<file path="src/rtl/window_pkg.sv">
// ---------------------------------------------------------------------------
// window_pkg
//  Shared definitions for the streaming windower.
//  Contents:
//    DEF_DATA_W / DEF_COEF_W   default sample and coefficient widths
//    sample_t / coef_t         sample and coefficient types at the default widths
//    coef_one()                1.0 in Q1.(coef_w-1) for any coefficient width
//    ONE                       1.0 at the default coefficient width
//    round_sat()               product -> rounded, saturated DATA_W-range value
// ---------------------------------------------------------------------------
package window_pkg;

   localparam int DEF_DATA_W = 8;
   localparam int DEF_COEF_W = 8;

   typedef logic signed [DEF_DATA_W-1:0] sample_t;
   typedef logic        [DEF_COEF_W-1:0] coef_t;

   // 1.0 in unsigned Q1.(coef_w-1): only the top coefficient bit set.
   function automatic logic [63:0] coef_one(input int coef_w);
      return 64'd1 << (coef_w - 1);
   endfunction

   localparam coef_t ONE = coef_t'(coef_one(DEF_COEF_W));

   // Round half up, drop the coefficient fraction bits, then clamp to the
   // signed data_w range. The result is 64 bits wide so it works for any
   // width pair; callers size-cast it down to data_w.
   function automatic logic signed [63:0] round_sat(input logic signed [63:0] p,
                                                    input int                 coef_w,
                                                    input int                 data_w);
      logic signed [63:0] r;
      logic signed [63:0] hi;
      logic signed [63:0] lo;
      r  = (p + (64'sd1 <<< (coef_w - 2))) >>> (coef_w - 1);
      hi = (64'sd1 <<< (data_w - 1)) - 64'sd1;
      lo = -(64'sd1 <<< (data_w - 1));
      if (r > hi) begin
         return hi;
      end
      if (r < lo) begin
         return lo;
      end
      return r;
   endfunction

endpackage

</file>
<file path="src/rtl/window_coef_bank.sv">
// ---------------------------------------------------------------------------
// window_coef_bank
//  BANKS x N coefficient register file. Every word resets to 1.0, so an
//  unconfigured bank behaves as a rectangular window.
//  Ports:
//    clk, rst              clock, asynchronous active-high reset
//    we, wr_bank, wr_addr, synchronous write port; writes aimed outside the
//    wr_data               BANKS x N array are dropped
//    rd_bank, rd_addr      combinational read address
//    rd_data               coefficient at (rd_bank, rd_addr); an out-of-range
//                          bank reads as 1.0
//  Because the read is combinational from the registers, a read and a write
//  to the same word in one cycle return the value from before that edge.
// ---------------------------------------------------------------------------
module window_coef_bank
   import window_pkg::*;
#(
   parameter int N      = 8,
   parameter int COEF_W = 8,
   parameter int BANKS  = 2,
   parameter int IDX_W  = 3,
   parameter int BANK_W = 1
)(
   input  logic              clk,
   input  logic              rst,
   input  logic              we,
   input  logic [BANK_W-1:0] wr_bank,
   input  logic [IDX_W-1:0]  wr_addr,
   input  logic [COEF_W-1:0] wr_data,
   input  logic [BANK_W-1:0] rd_bank,
   input  logic [IDX_W-1:0]  rd_addr,
   output logic [COEF_W-1:0] rd_data
);

   localparam logic [COEF_W-1:0] COEF_ONE = COEF_W'(coef_one(COEF_W));

   logic [COEF_W-1:0] mem_reg [BANKS][N];
   logic [COEF_W-1:0] row_word [BANKS];
   logic              wr_in_range;
   logic              rd_in_range;

   // Non-power-of-two BANKS or N leave unused address codes; they are filtered.
   assign wr_in_range = (32'(wr_bank) < BANKS) && (32'(wr_addr) < N);
   assign rd_in_range = (32'(rd_bank) < BANKS) && (32'(rd_addr) < N);

   always_ff @(posedge clk or posedge rst) begin
      if (rst) begin
         for (int b = 0; b < BANKS; b++) begin
            for (int a = 0; a < N; a++) begin
               mem_reg[b][a] <= COEF_ONE;
            end
         end
      end else if (we && wr_in_range) begin
         mem_reg[wr_bank][wr_addr] <= wr_data;
      end
   end

   // Select the addressed word in every bank first, then pick the bank.
   for (genvar gi = 0; gi < BANKS; gi++) begin : g_row
      assign row_word[gi] = mem_reg[gi][rd_addr];
   end

   assign rd_data = rd_in_range ? row_word[rd_bank] : COEF_ONE;

endmodule

</file>
<file path="src/rtl/window_stream.sv">
// ---------------------------------------------------------------------------
// window_stream
//  Streaming windower: each accepted signed sample is multiplied by the
//  coefficient for its position in the frame, rounded half up, saturated and
//  sent downstream with its frame index and a last-sample flag.
//  Ports:
//    clk, rst                          clock, asynchronous active-high reset
//    cfg_we/cfg_bank/cfg_addr/cfg_data coefficient write port
//    bank_sel, bypass                  window choice, captured with index 0
//    in_valid/in_data/in_ready         input stream
//    out_valid/out_data/out_index/
//    out_last/out_ready                output stream
//  Pipeline: S1 holds sample, index, coefficient and bypass; S2 holds the
//  finished sample. Two cycles accept-to-valid, one sample per cycle.
// ---------------------------------------------------------------------------
module window_stream
   import window_pkg::*;
#(
   parameter  int N      = 8,
   parameter  int DATA_W = 8,
   parameter  int COEF_W = 8,
   parameter  int BANKS  = 2,
   localparam int IDX_W  = $clog2(N),
   localparam int BANK_W = (BANKS > 1) ? $clog2(BANKS) : 1
)(
   input  logic                     clk,
   input  logic                     rst,
   input  logic                     cfg_we,
   input  logic [BANK_W-1:0]        cfg_bank,
   input  logic [IDX_W-1:0]         cfg_addr,
   input  logic [COEF_W-1:0]        cfg_data,
   input  logic [BANK_W-1:0]        bank_sel,
   input  logic                     bypass,
   input  logic                     in_valid,
   input  logic signed [DATA_W-1:0] in_data,
   output logic                     in_ready,
   output logic                     out_valid,
   output logic signed [DATA_W-1:0] out_data,
   output logic [IDX_W-1:0]         out_index,
   output logic                     out_last,
   input  logic                     out_ready
);

   localparam int PROD_W = DATA_W + COEF_W + 1;

   // frame position and the window choice captured at its start
   logic [IDX_W-1:0]         idx_reg;
   logic [IDX_W-1:0]         idx_next;
   logic [BANK_W-1:0]        bank_reg;
   logic                     bypass_reg;

   // stage 1
   logic                     s1_valid_reg;
   logic signed [DATA_W-1:0] s1_data_reg;
   logic [COEF_W-1:0]        s1_coef_reg;
   logic [IDX_W-1:0]         s1_index_reg;
   logic                     s1_bypass_reg;

   // stage 2
   logic                     s2_valid_reg;
   logic signed [DATA_W-1:0] s2_data_reg;
   logic [IDX_W-1:0]         s2_index_reg;
   logic                     s2_last_reg;

   logic                     s2_load;
   logic                     s1_load;
   logic                     accept;
   logic                     frame_start;
   logic [BANK_W-1:0]        eff_bank;
   logic                     eff_bypass;
   logic [COEF_W-1:0]        coef_rd;
   logic signed [PROD_W-1:0] prod;
   logic signed [DATA_W-1:0] windowed;

   // Handshake: a stage loads when it is empty or its contents move on.
   assign s2_load  = !s2_valid_reg || out_ready;
   assign s1_load  = !s1_valid_reg || s2_load;
   assign in_ready = s1_load;
   assign accept   = in_valid && s1_load;

   // The index-0 sample must already use the choice it is about to latch,
   // so at frame start the live inputs bypass the frame registers.
   assign frame_start = (idx_reg == '0);
   assign eff_bank    = frame_start ? bank_sel : bank_reg;
   assign eff_bypass  = frame_start ? bypass   : bypass_reg;
   assign idx_next    = (idx_reg == IDX_W'(N - 1)) ? '0 : idx_reg + IDX_W'(1);

   window_coef_bank #(
      .N      (N),
      .COEF_W (COEF_W),
      .BANKS  (BANKS),
      .IDX_W  (IDX_W),
      .BANK_W (BANK_W)
   ) u_coef (
      .clk     (clk),
      .rst     (rst),
      .we      (cfg_we),
      .wr_bank (cfg_bank),
      .wr_addr (cfg_addr),
      .wr_data (cfg_data),
      .rd_bank (eff_bank),
      .rd_addr (idx_reg),
      .rd_data (coef_rd)
   );

   always_ff @(posedge clk or posedge rst) begin
      if (rst) begin
         idx_reg    <= '0;
         bank_reg   <= '0;
         bypass_reg <= 1'b0;
      end else if (accept) begin
         idx_reg <= idx_next;
         if (frame_start) begin
            bank_reg   <= bank_sel;
            bypass_reg <= bypass;
         end
      end
   end

   always_ff @(posedge clk or posedge rst) begin
      if (rst) begin
         s1_valid_reg  <= 1'b0;
         s1_data_reg   <= '0;
         s1_coef_reg   <= '0;
         s1_index_reg  <= '0;
         s1_bypass_reg <= 1'b0;
      end else if (s1_load) begin
         s1_valid_reg <= accept;
         if (accept) begin
            s1_data_reg   <= in_data;
            s1_coef_reg   <= coef_rd;
            s1_index_reg  <= idx_reg;
            s1_bypass_reg <= eff_bypass;
         end
      end
   end

   // Coefficient is unsigned: zero-extend it so the product stays signed
   // and exact in PROD_W bits.
   assign prod = $signed({{(COEF_W + 1){s1_data_reg[DATA_W-1]}}, s1_data_reg})
               * $signed({{(DATA_W + 1){1'b0}}, s1_coef_reg});

   always_comb begin
      windowed = s1_data_reg;
      if (!s1_bypass_reg) begin
         windowed = DATA_W'(round_sat(64'(prod), COEF_W, DATA_W));
      end
   end

   // S2 contents change only on a load, so a stalled output holds steady.
   always_ff @(posedge clk or posedge rst) begin
      if (rst) begin
         s2_valid_reg <= 1'b0;
         s2_data_reg  <= '0;
         s2_index_reg <= '0;
         s2_last_reg  <= 1'b0;
      end else if (s2_load) begin
         s2_valid_reg <= s1_valid_reg;
         if (s1_valid_reg) begin
            s2_data_reg  <= windowed;
            s2_index_reg <= s1_index_reg;
            s2_last_reg  <= (s1_index_reg == IDX_W'(N - 1));
         end
      end
   end

   assign out_valid = s2_valid_reg;
   assign out_data  = s2_data_reg;
   assign out_index = s2_index_reg;
   assign out_last  = s2_last_reg;

endmodule

</file>
<file path="config.mk">
export PLATFORM = sky130hd
export DESIGN_NAME = window_stream
export DESIGN_NICKNAME = d
export VERILOG_FILES = /design/src/rtl/window_pkg.sv /design/src/rtl/window_coef_bank.sv /design/src/rtl/window_stream.sv
export SDC_FILE = /design/constraint.sdc
export NUM_CORES = 1
export LEC_CHECK = 0
export BUFFER_PORTS_ARGS = -buffer_cell sky130_fd_sc_hd__buf_2
export CAP_MARGIN = 20
export CORE_MARGIN = 1.5
export CORE_UTILIZATION = 30
export DETAILED_ROUTE_END_ITERATION = 12
export PLACE_DENSITY = 0.46
export SYNTH_ARGS = -nofsm -noshare
export SYNTH_HDL_FRONTEND = slang
export SYNTH_HIERARCHICAL = 1
export SYNTH_SLANG_ARGS = --single-unit
</file>
<file path="constraint.sdc">
create_clock -name clk -period 4.91 [get_ports clk]
set_input_delay 0.2455 -clock clk [delete_from_list [all_inputs] [get_ports clk]]
set_output_delay 0.2455 -clock clk [all_outputs]
set_load 0.05 [all_outputs]
</file>
==> results_dict.tcl <==
set metrics [dict create \
    cp.arrival_ns 5.20 \
    clkSinkCount 166 \
    grt_first_pass_wirelength_um 36000 \
    fin_crit_sh_pct 98.5 \
    cap_viol_max_count 0 \
    outcome "finished, final reports clean" \
    die_h_um 182 \
    grt_max_degree 63 \
    report.final.slew_viol_count 0 \
    final_cells 1236 \
    numCtsBuffers 17 \
    cts_max_level 4 \
    num_rows 65 \
    path_max_fanout 7 \
    start_util_pct 30.5 \
    netlist_instances 749 \
    die_area_um2 33200 \
    cpMaxStageDelayCell "fa_1" \
    vias 5905 \
    synth_nets 855 \
    ios 41 \
    overflow 0 \
    p_clk_share_pct 15.7 \
    clk_latency_ns 0.44 \
    hold_class "in2reg" \
    intPower_mw 5.04 \
    fmax_ghz 0.207 \
    fin_crit_ns 4.84 \
    swShare_pct 41.1 \
    p_seq_share_pct 23.3 \
    tightest_slew_ns 0.781 \
    clockRootBuffer "clkbuf_16" \
    hold_viol_final 0 \
    setup_viol 0 \
    syn_avg_cell_area_um2 12.8 \
    routabilityCongestion 0.754 \
    viasPerCell 4.78 \
    coreArea_um2 31600 \
    slew_headroom_pct 47.6 \
    ir_worst_vdd_uv 494 \
    ys_async_sr_fraction_pct 100 \
    yosysSeqAreaShare_pct 43.4 \
    wl_per_cell_um 18.2 \
    pwr-share-comb_pct 61.0 \
    grt_setup_unrepaired "true" \
    endpoint_kind "register" \
    drive_gt1_share_pct 45.1 \
    largest_reg_flops 128 \
    crit_path_max_incr_delay_ns 0.52 \
    synthesis.area_um2 9620 \
    path_cells "buf_6, and2_4, fa_1, fa_1, fa_1, inv_1, fa_1, inv_2, ha_4, a211oi_2, nand2_1, o311a_1, buf_4, o21ai_4, or3b_4, nand3_1, a211oi_4, buf_6, a21oi_1" \
    p_leak_nw 5.05 \
    drtAntennaViolNets 0 \
    ys_warn_count 6 \
    synth_top_flop_cell "dfrtp_1" \
    path_class "reg2reg" \
    place_inst 1199 \
    grt.total_usage_pct 14.4 \
    cts_tree "built" \
    fin_skew_ns 0.0124 \
    clk_pin_slew_worst_paths_ns 0.07 \
    cts.path.max_buffers 2 \
    p_per_area_nw_per_um2 755 \
    fin_nets 927 \
    startpoint_type "register" \
    grt_pass1_vias 6235 \
    cp.required_ns 5.27 \
    diodes 0 \
    wirelength_um 22400 \
    dieWidth_um 182 \
    drtIter0Drc 179 \
    p_sw_mw 3.51 \
    io_buffers 40 \
    antenna_found_initial 0 \
    post-dp-hpwl_um 15600 \
    area_delta_synth_final_pct 17.7 \
    cp_common_cell "fa_1" \
    yosys_register_bits 166 \
    dr.pass1.iters 4 \
    synth.distinct_cells 51 \
    drc 0 \
    synth-edff-count 0 \
    tns_ns 0 \
]
-- worst max-delay path, delay by kind of cell (launching register included) --
| family | cells | cell delay (ns) |
|---|---|---|
| adders and majority gates | 5 | 2.14 |
| and+or+nand+nor | 4 | 0.75 |
| DFF | 1 | 0.44 |
| buffers and inverters | 5 | 0.57 |
| AOI/OAI and AO/OA | 5 | 0.86 |
-- cell type report --
cell class | count | area (um2)
repair buffers | 88 | 571
clock buffers | 19 | 453
flip-flops and latches | 166 | 4180
clock inverters | 13 | 130
fillers | 3130 | 20200
inverters | 58 | 220
well taps | 402 | 503
multi-input cells | 490 | 5270
-- path summary, 6_finish.rpt --
check,cells after the start,slack [ns],to,start
setup / recovery,19,0.07,out_data[5],s1_data_reg[5]
setup reg to reg,19,0.07,out_data[5],s1_data_reg[5]
max in group asynchronous,4,3.37,u_coef/mem_reg[63],rst
hold reg to reg,2,0.49,out_last,out_last
hold / removal,2,0.04,s1_valid_reg,in_valid
min in group asynchronous,3,0.53,u_coef/mem_reg[117],rst
-- cells by family (layout without fill, tap and decap cells) --
| kind of cell | after synthesis | after routing | synth area share [%] |
|---|---|---|---|
| flops | 166 | 166 | 43.4 |
| simple gates | 141 | 141 | 7.89 |
| buf+inv | 93 | 178 | 3.91 |
| compound gates | 75 | 75 | 5.03 |
| xor+xnor | 9 | 9 | 0.897 |
| mux | 186 | 186 | 25.8 |
| fa+ha+maj | 79 | 79 | 13.1 |
-- synth_stat cells, types with 11 or more instances --
master | n | share of area (%)
fa_1 | 36 | 7.5
nand2_1 | 38 | 1.5
clkbuf_1 | 21 | 0.82
a22oi_1 | 16 | 1.2
mux4_2 | 32 | 7.5
dfrtp_1 | 150 | 39
ha_1 | 43 | 5.6
and2_1 | 36 | 2.3
nor2_1 | 16 | 0.62
mux2_2 | 145 | 17
a21oi_1 | 26 | 1.4
inv_1 | 58 | 2.3
nand2b_1 | 11 | 0.72
dfstp_2 | 16 | 4.4
-- cell usage in the layout (no fill, tap or decap), types with 5 or more instances in the layout --
| cell | n |
|---|---|
| buf_4 | 45 |
| inv_8 | 5 |
| nor2_1 | 15 |
| dfstp_2 | 16 |
| clkbuf_16 | 17 |
| nor2_2 | 7 |
| buf_2 | 40 |
| dfrtp_1 | 142 |
| ha_1 | 35 |
| mux2_4 | 9 |
| dfrtp_2 | 8 |
| nand2_1 | 38 |
| o21ai_1 | 6 |
| inv_1 | 53 |
| a22oi_1 | 16 |
| o21ai_0 | 6 |
| fa_1 | 35 |
| mux2_2 | 145 |
| mux4_2 | 32 |
| ha_4 | 8 |
| xnor2_1 | 5 |
| and2_1 | 32 |
| nor3_2 | 5 |
| nand2b_1 | 11 |
| nand3_1 | 8 |
| a21oi_1 | 25 |
-- routing by layer --
metal  part of all wire [%]  global-route usage, %  up-vias
li1                       -                      -     2765
met1                     48                   19.8     3059
met2                     49                   23.3       67
met3                    2.5                   2.59       14
met4                    1.1                   4.03        0
met5                      0                      0        -
-- power by group through the flow --
stage	Sequential, mW	Combinational, mW	Clock (mW)
after floorplan	2.11	3.06	0
final	1.99	5.21	1.35
after detailed placement	2.01	4.59	0
after global placement	2.01	4.60	0
after global routing	2.04	5.85	1.45
after CTS	1.99	5.07	1.40
-- timing repair --
action | CTS | global route
hold buffers | 1 | 0
buffers inserted | 3 | 2
resized for setup | 22 | 25
endpoints found under the setup margin | 8 | 8
pin swaps | 26 | 21
hold endpoints to repair | 63 | 0
-- per-stage QoR --
| stage | utilization (%) | hold WS [ns] | power (mW) | setup slack, ns | area, um2 |
|---|---|---|---|---|---|
| after detailed placement | 33.3 | 0.454 | 6.60 | -0.182 | 10500 |
| after floorplan | - | 0.354 | 5.18 | 0.0290 | 9630 |
| final | 35.9 | 0.0374 | 8.55 | 0.0714 | 11300 |
| after global placement | 33.3 | 0.450 | 6.61 | -0.153 | 10500 |
| after global routing | 35.9 | 0.0210 | 9.35 | -0.110 | 11300 |
| after CTS | 35.6 | 0.0104 | 8.46 | 0.00156 | 11200 |
No activity file was read; power rests on OpenSTA's default activity.
